## config.mk

```make
export PLATFORM = sky130hd
export DESIGN_NAME = hazard_ctrl
export DESIGN_NICKNAME = d
export VERILOG_FILES = /design/src/rtl/hazard_ctrl.sv
export SDC_FILE = /design/constraint.sdc
export NUM_CORES = 1
export LEC_CHECK = 0
export BUFFER_PORTS_ARGS = -buffer_cell sky130_fd_sc_hd__buf_4
export CAP_MARGIN = 20
export CORE_MARGIN = 2
export CORE_UTILIZATION = 40
export DETAILED_ROUTE_END_ITERATION = 16
export PLACE_DENSITY_LB_ADDON = 0.08
export RECOVER_POWER = 25
export SYNTH_ARGS = -nofsm -noshare
export SYNTH_HDL_FRONTEND = slang
export SYNTH_SLANG_ARGS = --single-unit
```

## constraint.sdc

```tcl
create_clock -name clk -period 4.6 [get_ports clk]
set_clock_uncertainty 0.05 [all_clocks]
set_input_delay 0.69 -clock clk [delete_from_list [all_inputs] [get_ports clk]]
set_output_delay 0.69 -clock clk [all_outputs]
set_load 0.02 [all_outputs]
```

## src/rtl/hazard_ctrl.sv

```systemverilog
// Pipeline sequencing controller: load-use / flag-hazard bubbles, post-branch fetch squash,
// memory-busy freeze and saturating stall/flush performance counters.
module hazard_ctrl #(
    parameter int unsigned REDIRECT_LAT = 1,
    parameter int unsigned CNT_W        = 16
) (
    input  logic             clk,
    input  logic             reset,
    input  logic [4:0]       Aa,
    input  logic [4:0]       Ab,
    input  logic             useA,
    input  logic             useB,
    input  logic             cbranchID,
    input  logic [4:0]       AwEX,
    input  logic             regwriteEX,
    input  logic             memreadEX,
    input  logic             setflagsEX,
    input  logic             brTakenEX,
    input  logic             memBusy,
    output logic             pcWrite,
    output logic             pcSel,
    output logic             ifidWrite,
    output logic             ifidFlush,
    output logic             idexFlush,
    output logic             pipeWrite,
    output logic [CNT_W-1:0] stallCount,
    output logic [CNT_W-1:0] flushCount
);

    localparam int unsigned     FCNT_W   = 4;
    localparam logic [FCNT_W-1:0] LAT_INIT = FCNT_W'(REDIRECT_LAT);
    localparam logic [CNT_W-1:0]  CNT_MAX  = '1;

    typedef enum logic {
        RUN   = 1'b0,
        FLUSH = 1'b1
    } state_t;

    state_t             state_q, state_d;
    logic [FCNT_W-1:0]  fcnt_q, fcnt_d;
    logic [CNT_W-1:0]   stall_q, flush_q;
    logic               load_use, flag_haz, hazard;
    logic               stall_inc;

    // Hazards forwarding cannot cover; X31 is the zero register and never conflicts.
    always_comb begin
        load_use = memreadEX & regwriteEX & (AwEX != 5'd31) &
                   ((useA & (Aa == AwEX)) | (useB & (Ab == AwEX)));
        flag_haz = cbranchID & setflagsEX;
        hazard   = load_use | flag_haz;
    end

    always_ff @(posedge clk) begin
        if (reset) begin
            state_q <= RUN;
            fcnt_q  <= '0;
            stall_q <= '0;
            flush_q <= '0;
        end else begin
            state_q <= state_d;
            fcnt_q  <= fcnt_d;
            if (stall_inc && stall_q != CNT_MAX) stall_q <= stall_q + 1'b1;
            if (ifidFlush && flush_q != CNT_MAX) flush_q <= flush_q + 1'b1;
        end
    end

    // Priority: freeze > taken branch > flush window > hazard bubble > run.
    always_comb begin
        state_d   = state_q;
        fcnt_d    = fcnt_q;
        pcWrite   = 1'b1;
        pcSel     = 1'b0;
        ifidWrite = 1'b1;
        ifidFlush = 1'b0;
        idexFlush = 1'b0;
        pipeWrite = 1'b1;
        stall_inc = 1'b0;

        if (reset) begin
            state_d = RUN;
        end else if (memBusy) begin
            pcWrite   = 1'b0;
            ifidWrite = 1'b0;
            pipeWrite = 1'b0;
        end else if (brTakenEX) begin
            pcSel     = 1'b1;
            ifidFlush = 1'b1;
            idexFlush = 1'b1;
            if (REDIRECT_LAT != 0) begin
                state_d = FLUSH;
                fcnt_d  = LAT_INIT;
            end
        end else if (state_q == FLUSH) begin
            ifidFlush = 1'b1;
            fcnt_d    = fcnt_q - 1'b1;
            if (fcnt_q <= FCNT_W'(1)) begin
                state_d = RUN;
                fcnt_d  = '0;
            end
        end else if (hazard) begin
            pcWrite   = 1'b0;
            ifidWrite = 1'b0;
            idexFlush = 1'b1;
            stall_inc = 1'b1;
        end
    end

    assign stallCount = stall_q;
    assign flushCount = flush_q;

endmodule

```

### Word level (Yosys, flattened, before mapping)

Cells that the tools add are included.

* add/subtract/negate cells: 3
* magnitude comparators: 1
* equality and inequality tests: 5
* muxes and demuxes: 28
* bitwise gates (word level): 9
* reduce and logical (&&, ||, !) cells: 4

Operators by type and width (number)
* 16-bit by 1-bit adder with 16-bit output, second input constant: 2
* 16-bit inequality test, second input constant: 2
* 1-bit two-way mux: 25
* 4-bit two-way mux: 3
* 5-bit equality test: 2
* 1-bit bitwise AND: 6
* 5-bit inequality test, second input constant: 1
* 4-bit by 1-bit <= comparator with 1-bit output, second input constant: 1
* 4-bit by 1-bit subtractor with 4-bit output, second input constant: 1
* 1-bit logical AND: 2
* 1-bit OR: 2
* 2-bit AND reduction: 1
* 2-bit nonzero test: 1
* 1-bit inverter: 1

* register bits: 37
* input bits: 25
* output and inout port bits: 38
* logic and storage cells: 54

### Longest topological paths before layout

Gate-level depths: netlist of run 1.

* depth in word-level cells: 11
* gate-level depth with buffers: 8
* gate-level depth less buffers: 7

### Worst setup path before layout of run 1

OpenSTA, ideal clock, no wires.

* path type: input port to output port
* start: input AwEX[1]
* end: output pcWrite
* arrival time: 1.946 ns
* required time: 3.860 ns
* setup slack: 1.914 ns
* stages on the path: 7
* buffers on the path: 1
* cells stage by stage: xnor2_1 > nand4_1 > o22ai_2 > a22o_1 > a21oi_1 > or2_2 > buf_4

* cells in the longest elaborated chain, start to end: 10
* elaborated cells between the ends (all ways): 14
* those cells by class: eq/ne: 3; mux: 5; bitwise: 6

RTL lines
* from (decl): RTL line 14 `input logic [4:0] AwEX,`
* 5-bit equality test: RTL line 48 `((useA & (Aa == AwEX)) | (useB & (Ab == AwEX)));`
* 1-bit bitwise AND: RTL line 48
* 1-bit OR: RTL line 48
* 1-bit bitwise AND (*): RTL line 47 `load_use = memreadEX & regwriteEX & (AwEX != 5'd31) &`
* 1-bit OR (*): RTL line 50 `hazard = load_use | flag_haz;`
* 1-bit two-way mux (*) (5 in a row)
* to (decl): RTL line 20 `output logic pcWrite,`

Mark *: on every way between the ends. The rest lies on a longest branch, timed or not.

### Worst setup path after layout of run 1

* start: input AwEX[2]
* end: output pcWrite

* cells in the longest elaborated chain, start to end: 10
* elaborated cells between the ends (all ways): 14
* those cells by class: eq/ne: 3; mux: 5; bitwise: 6

RTL lines
* 5-bit equality test: RTL line 48
* 1-bit bitwise AND: RTL line 48
* 1-bit OR: RTL line 48
* 1-bit bitwise AND (*): RTL line 47
* 1-bit OR (*): RTL line 50
* 1-bit two-way mux (*): RTL line 100 `end else if (hazard) begin`
* 1-bit two-way mux (*): RTL line 93 `end else if (state_q == FLUSH) begin`
* 1-bit two-way mux (*): RTL line 85 `end else if (brTakenEX) begin`
* 1-bit two-way mux (*): RTL line 81 `end else if (memBusy) begin`
* 1-bit two-way mux (*): RTL line 79 `if (reset) begin`

Marks and branches as above.

==> qor.yml, run 1 <==
status: "complete, no violations"
initial_core_util_pct: 42.0
num-fill-cells: 524
placementRows: 26
syn_avg_cell_area_um2: 8.38
hold_path_class: "reg -> reg"
synth_enable_flop_cells: 0
path_class: "in -> out"
crit_arrival_ns: 2.17
synth_flop_cell: "dfxtp_1"
path_clk_slew_ns: 0.07
max_freq_ghz: 0.343
antenna_cells: 0
cp.required_ns: 3.86
io_buffers: 62
hpwl_mm: 3.55
vdd_drop_max_mv: 0.141
synth_fp_nets: 288
antenna_found_initial: 0
drc: 0
ys_ff_latch: 37
yosysUniqueCellTypes: 54
die_w_um: 77.7
cp-end-kind: "primary output"
clock_sinks: 37
ys_warn_count: 0
fp.coreArea_mm2: 0.00517
cts_made_buffers: 5
cts_tree: "yes"
cts_root_buf: "clkbuf_8"
fin_tns_setup_ns: 0
grt_overflow: 0
drive_gt1_share_pct: 23.6
syn_inst: 259
ys_seq_area_share_pct: 34.1
finalSetupViolCount: 0
place_congestion: 0.772
firstDrtPassIters: 4
die_h_um: 77.7
relSlewSlack_pct: 53.4
finalCriticalPeriod_ns: 2.91
vias: 2017
clk_latency_ns: 0.29
rsz0062_at_grt: "false"
wire_per_inst_um: 12.4
drt-total-wl_mm: 4.81
ios: 63
syn-cell-area_mm2: 0.00217
ant_nets: 0
grt_max_degree: 54
cts_setup_buffers: 0
drt_iter0_markers: 86
clk_path_buf_depth: 2
worst_pin_slew_ns: 0.699
period_share_pct: 63.3
first_global_vias: 1852
avgViaCountPerCell: 5.20
cts_max_level: 2
cts-resized-gates: 0
cp-start-kind: "input pin"
path_max_fanout: 7
dieArea_mm2: 0.00603
finalHoldViolCount: 0
nets: 346
leakage_nw: 1.04
grt_usage_pct: 16.7
drv_cap: 0
post-route-util_pct: 52.7
async_flop_share_pct: 0
syn_to_final_growth_pct: 25.6
finalMaxSlewViolations: 0
hold_buffers: 0
cellPowerDensity_mw_per_mm2: 255
grt_pass1_wl_mm: 8.16
==> synthesized netlist by cell type (all sizes together), types with 4 or more instances <==
master / count / share of area, %
and4: 7 / 2.9
xnor2: 15 / 6.1
nor2: 42 / 7.7
nand4: 7 / 2.0
inv: 7 / 1.2
nand2b: 4 / 1.2
nor4: 8 / 2.3
a21oi: 8 / 1.8
nand2: 16 / 2.9
buf: 4 / 1.3
dfxtp: 37 / 34
and3: 5 / 1.4
nor3: 5 / 1.2
nor2b: 12 / 3.5
nand3: 16 / 3.9
o21ai: 7 / 1.6
mux2: 12 / 6.7
clkbuf: 8 / 1.4
ha: 4 / 2.3
xor2: 8 / 3.2
==> sequential cells by signal (all words and copies together) (netlist names) <==
name        cells
fcnt_q          4
stallCount     16
state_q         1
flushCount     16
==> metrics by stage <==
step	hold WS, ns	cell area (um2)	total power [mW]	worst slack [ns]	cells
floorplan	0.440	2170	0.380	1.91	259
global placement	0.462	2670	0.411	1.71	380
detailed placement	0.468	2670	0.412	1.68	380
CTS	0.485	2790	0.707	1.68	388
global route	0.506	2730	0.731	1.60	388
finish	0.482	2730	0.696	1.69	388
==> cell type report <==
class	instances	area, um2	share of cell area [%]
clock buffer	7	86.3	3.17
clock inverter	1	30.0	1.10
inverter	7	26.3	0.964
multi-input combinational	203	1350	49.4
sequential	37	741	27.2
tap	70	87.6	3.21
timing repair buffer	63	409	15.0
==> logic make-up (layout without fill, tap and decap cells) <==
family | after synthesis | after routing | share of synthesized area (%)
simple gates | 133 | 133 | 33.4
flops | 37 | 37 | 34.1
compound gates | 30 | 30 | 9.86
xor+xnor | 23 | 23 | 9.28
buf+inv | 19 | 78 | 3.86
mux | 13 | 13 | 7.20
fa+ha+maj | 4 | 4 | 2.31
==> where the power goes <==
group          total [mW]  internal [mW]  switching [mW]
registers           0.326          0.323         0.00350
logic              0.0772         0.0354          0.0419
clock network       0.293          0.177           0.116
==> per-layer routing <==
layer	part of all wire, %	vias up	track usage [%]
li1	-	1028	-
met1	49	940	21.2
met2	45	45	26.6
met3	4.9	4	4.30
met4	1.6	0	6.96
met5	0	-	0
==> worst max-delay path, cell delays in order <==
cell	delay (ns)
buf_4	0.12
xnor2_1	0.15
nand4_1	0.12
o22ai_2	0.21
a22o_1	0.30
a21oi_1	0.11
or2_2	0.30
buf_4	0.16
==> final timing paths <==
path                      start       endpoint  slack [ns]  depth (start not counted)
setup / recovery        AwEX[2]        pcWrite        1.69                          8
setup reg to reg  stallCount[0]  stallCount[3]        2.21                          8
hold reg to reg   stallCount[4]  stallCount[4]        0.48                          1
hold / removal    stallCount[4]  stallCount[4]        0.48                          1
==> cells in the final DEF, fill, tap and decap left out, types with 2 or more instances in the layout <==
| cell type | count |
|---|---|
| inv_1 | 7 |
| ha_1 | 4 |
| mux2_4 | 3 |
| nand4_1 | 7 |
| buf_4 | 46 |
| xor2_1 | 8 |
| clkbuf_8 | 6 |
| nand2_1 | 15 |
| dfxtp_1 | 37 |
| o31ai_1 | 2 |
| mux2_2 | 8 |
| nor2b_1 | 12 |
| o21ai_0 | 7 |
| nand2b_1 | 4 |
| and3_1 | 5 |
| xnor2_1 | 15 |
| nand3_1 | 15 |
| a21oi_1 | 8 |
| nor2_1 | 40 |
| clkbuf_1 | 18 |
| or2_2 | 2 |
| a31oi_1 | 2 |
| nor4_1 | 8 |
| and4_1 | 6 |
| nor3_1 | 5 |
(Power assumes the default switching activity.)
==> run 2: changes to the inputs <==
Clock period 4.6 ns to 2.95 ns, I/O delays scaled along.
==> run 2 against run 1 <==
  * Sequential share of layout area fell by 0.075 points
  * Clock power rose by 57%
  * Global-route usage rose by 0.41 points
  * Non-clock buffer count rose by 1
  * Combinational power rose by 58%
  * Critical path depth did not move
  * Clock-buffer cell count fell by 1
  * Die area did not move
  * Power rose by 57%
  * Wire length rose by 1.5%
  * Largest cell class unchanged
  * Largest power group unchanged
  * Highest routed layer unchanged
==> qor.yml, run 2 (synthesized netlist as in run 1, its figures left out) <==
drc: 0  # unchanged
rr_worst_depth: 8  # unchanged
drive_gt1_share_pct: 23.8  # +0.24 points
endpoint: "pcWrite"
nets: 347  # +0.29%
syn_to_final_growth_pct: 25.9
hold_buffers: 0  # unchanged
r2r_slack_ns: 0.57  # -1.64 ns
cts_max_level: 2  # unchanged
path_clk_slew_ns: 0.07  # about the same
worst_pin_slew_ns: 0.678  # -0.0213 ns
place_congestion: 0.759  # -1.7%
reg2reg_from: "stallCount[0]"
max_freq_ghz: 0.414
hpwl_mm: 3.67  # +3.3%
status: "complete, no violations"
wire_per_inst_um: 12.5  # +1.2%
drt_iter0_markers: 73  # -15%
finalSetupViolCount: 0  # unchanged
avgViaCountPerCell: 5.15  # -0.95%
layout_common_cells: "buf_4, nor2_1, dfxtp_1"
leakage_nw: 1.04  # -0.11%
cts_setup_buffers: 0  # unchanged
cts_tree: "yes"
finalMaxSlewViolations: 0  # unchanged
rsz0062_at_grt: "false"
period_share_pct: 81.8
ant_nets: 0  # unchanged
placed_cells: 381  # +0.26%
cp-start-kind: "input pin"
layoutNonFillerInstCount: 389  # +0.26%
path_max_fanout: 7  # unchanged
cts_made_buffers: 5  # unchanged
drv_cap: 0  # unchanged
clock_sinks: 37  # unchanged
hold_path_class: "in -> reg"
path_class: "in -> out"
cts_root_buf: "clkbuf_8"
cp.required_ns: 2.46  # -1.40 ns
grt_overflow: 0  # unchanged
die_h_um: 77.7  # unchanged
startpoint: "AwEX[4]"
clk_path_buf_depth: 2  # unchanged
grt_usage_pct: 17.1  # +0.41 points
cellPowerDensity_mw_per_mm2: 399  # +56%
first_global_vias: 1892  # +2.2%
grt_max_degree: 31  # -43%
finalHoldViolCount: 0  # unchanged
drt-total-wl_mm: 4.88  # +1.5%
clk_latency_ns: 0.29  # about the same
dieArea_mm2: 0.00603  # unchanged
io_buffers: 62  # unchanged
vias: 2003  # -0.69%
initial_core_util_pct: 42.0  # unchanged
cp-end-kind: "primary output"
firstDrtPassIters: 4  # unchanged
finalCriticalPeriod_ns: 2.41
antenna_found_initial: 0  # unchanged
die_w_um: 77.7  # unchanged
placementRows: 26  # unchanged
fin_tns_setup_ns: 0  # unchanged
crit_arrival_ns: 1.92  # -0.25 ns
ios: 63  # unchanged
layout_setup_ws_ns: 0.536  # -1.15 ns
timing.rr.end: "stallCount[10]"
relSlewSlack_pct: 54.8  # +1.4 points
cts-resized-gates: 0  # unchanged
final_common_cell: "buf_4"
vdd_drop_max_mv: 0.164  # +17%
grt_pass1_wl_mm: 8.42  # +3.1%
fp.coreArea_mm2: 0.00517  # unchanged
place_ws_ns: 0.510  # -1.17 ns
antenna_cells: 0  # unchanged
==> run 2: cell types whose count changed in the layout (fill, tap and decap cells not counted) <==
cell        previous run  this run
clkinvlp_4             0         1
==> run 2: area by class of cell <==
class	instances	area, um2
Inverter	7	26.3
Clock buffer	6	82.6
Tap cell	70	87.6
Clock inverter	2	37.5
Fill cell	533	2440
Sequential cell	37	741
Timing Repair Buffer	64	413
Multi-Input combinational cell	203	1350
==> run 2: layer usage <==
layer	track usage, %	up-vias	part of all wire, %	wire length [um]
li1	-	1026	-	-
met2	27.8	47	45	2210
met1	22.0	924	48	2330
met5	0	-	0	0
met4	5.54	0	1.2	59
met3	4.42	6	5.8	282
==> run 2: through the flow <==
stage	hold WS [ns]	util, %	cell area (um2)	total power, mW
2_1_floorplan	0.440	-	2170	0.592
4_1_cts	0.408	54.2	2800	1.11
3_5_place_dp	0.458	51.8	2680	0.645
5_1_grt	0.441	52.9	2730	1.14
6_report	0.416	52.9	2730	1.09
3_3_place_gp	0.458	51.8	2680	0.643
==> run 2: how the worst min path moves through the flow <==
stage                        from       endpoint  cells past startpoint
detailed placement  stallCount[4]  stallCount[4]                      1
global placement    stallCount[4]  stallCount[4]                      1
global route            brTakenEX        state_q                      3
CTS                     brTakenEX        state_q                      3
floorplan               fcnt_q[3]      fcnt_q[3]                      2
finish                  brTakenEX        state_q                      3
==> run 2: critical path: stages <==
cell and delay, ns:
buf_4 0.12, xnor2_1 0.14, nand4_1 0.13, o22ai_2 0.21
a22o_1 0.28, a21oi_1 0.12, or2_2 0.30, buf_4 0.16
==> run 2: power breakdown <==
part | total, mW | internal [mW] | switching, mW
registers | 0.508 | 0.503 | 0.00535
logic | 0.122 | 0.0561 | 0.0661
clock network | 0.460 | 0.275 | 0.185
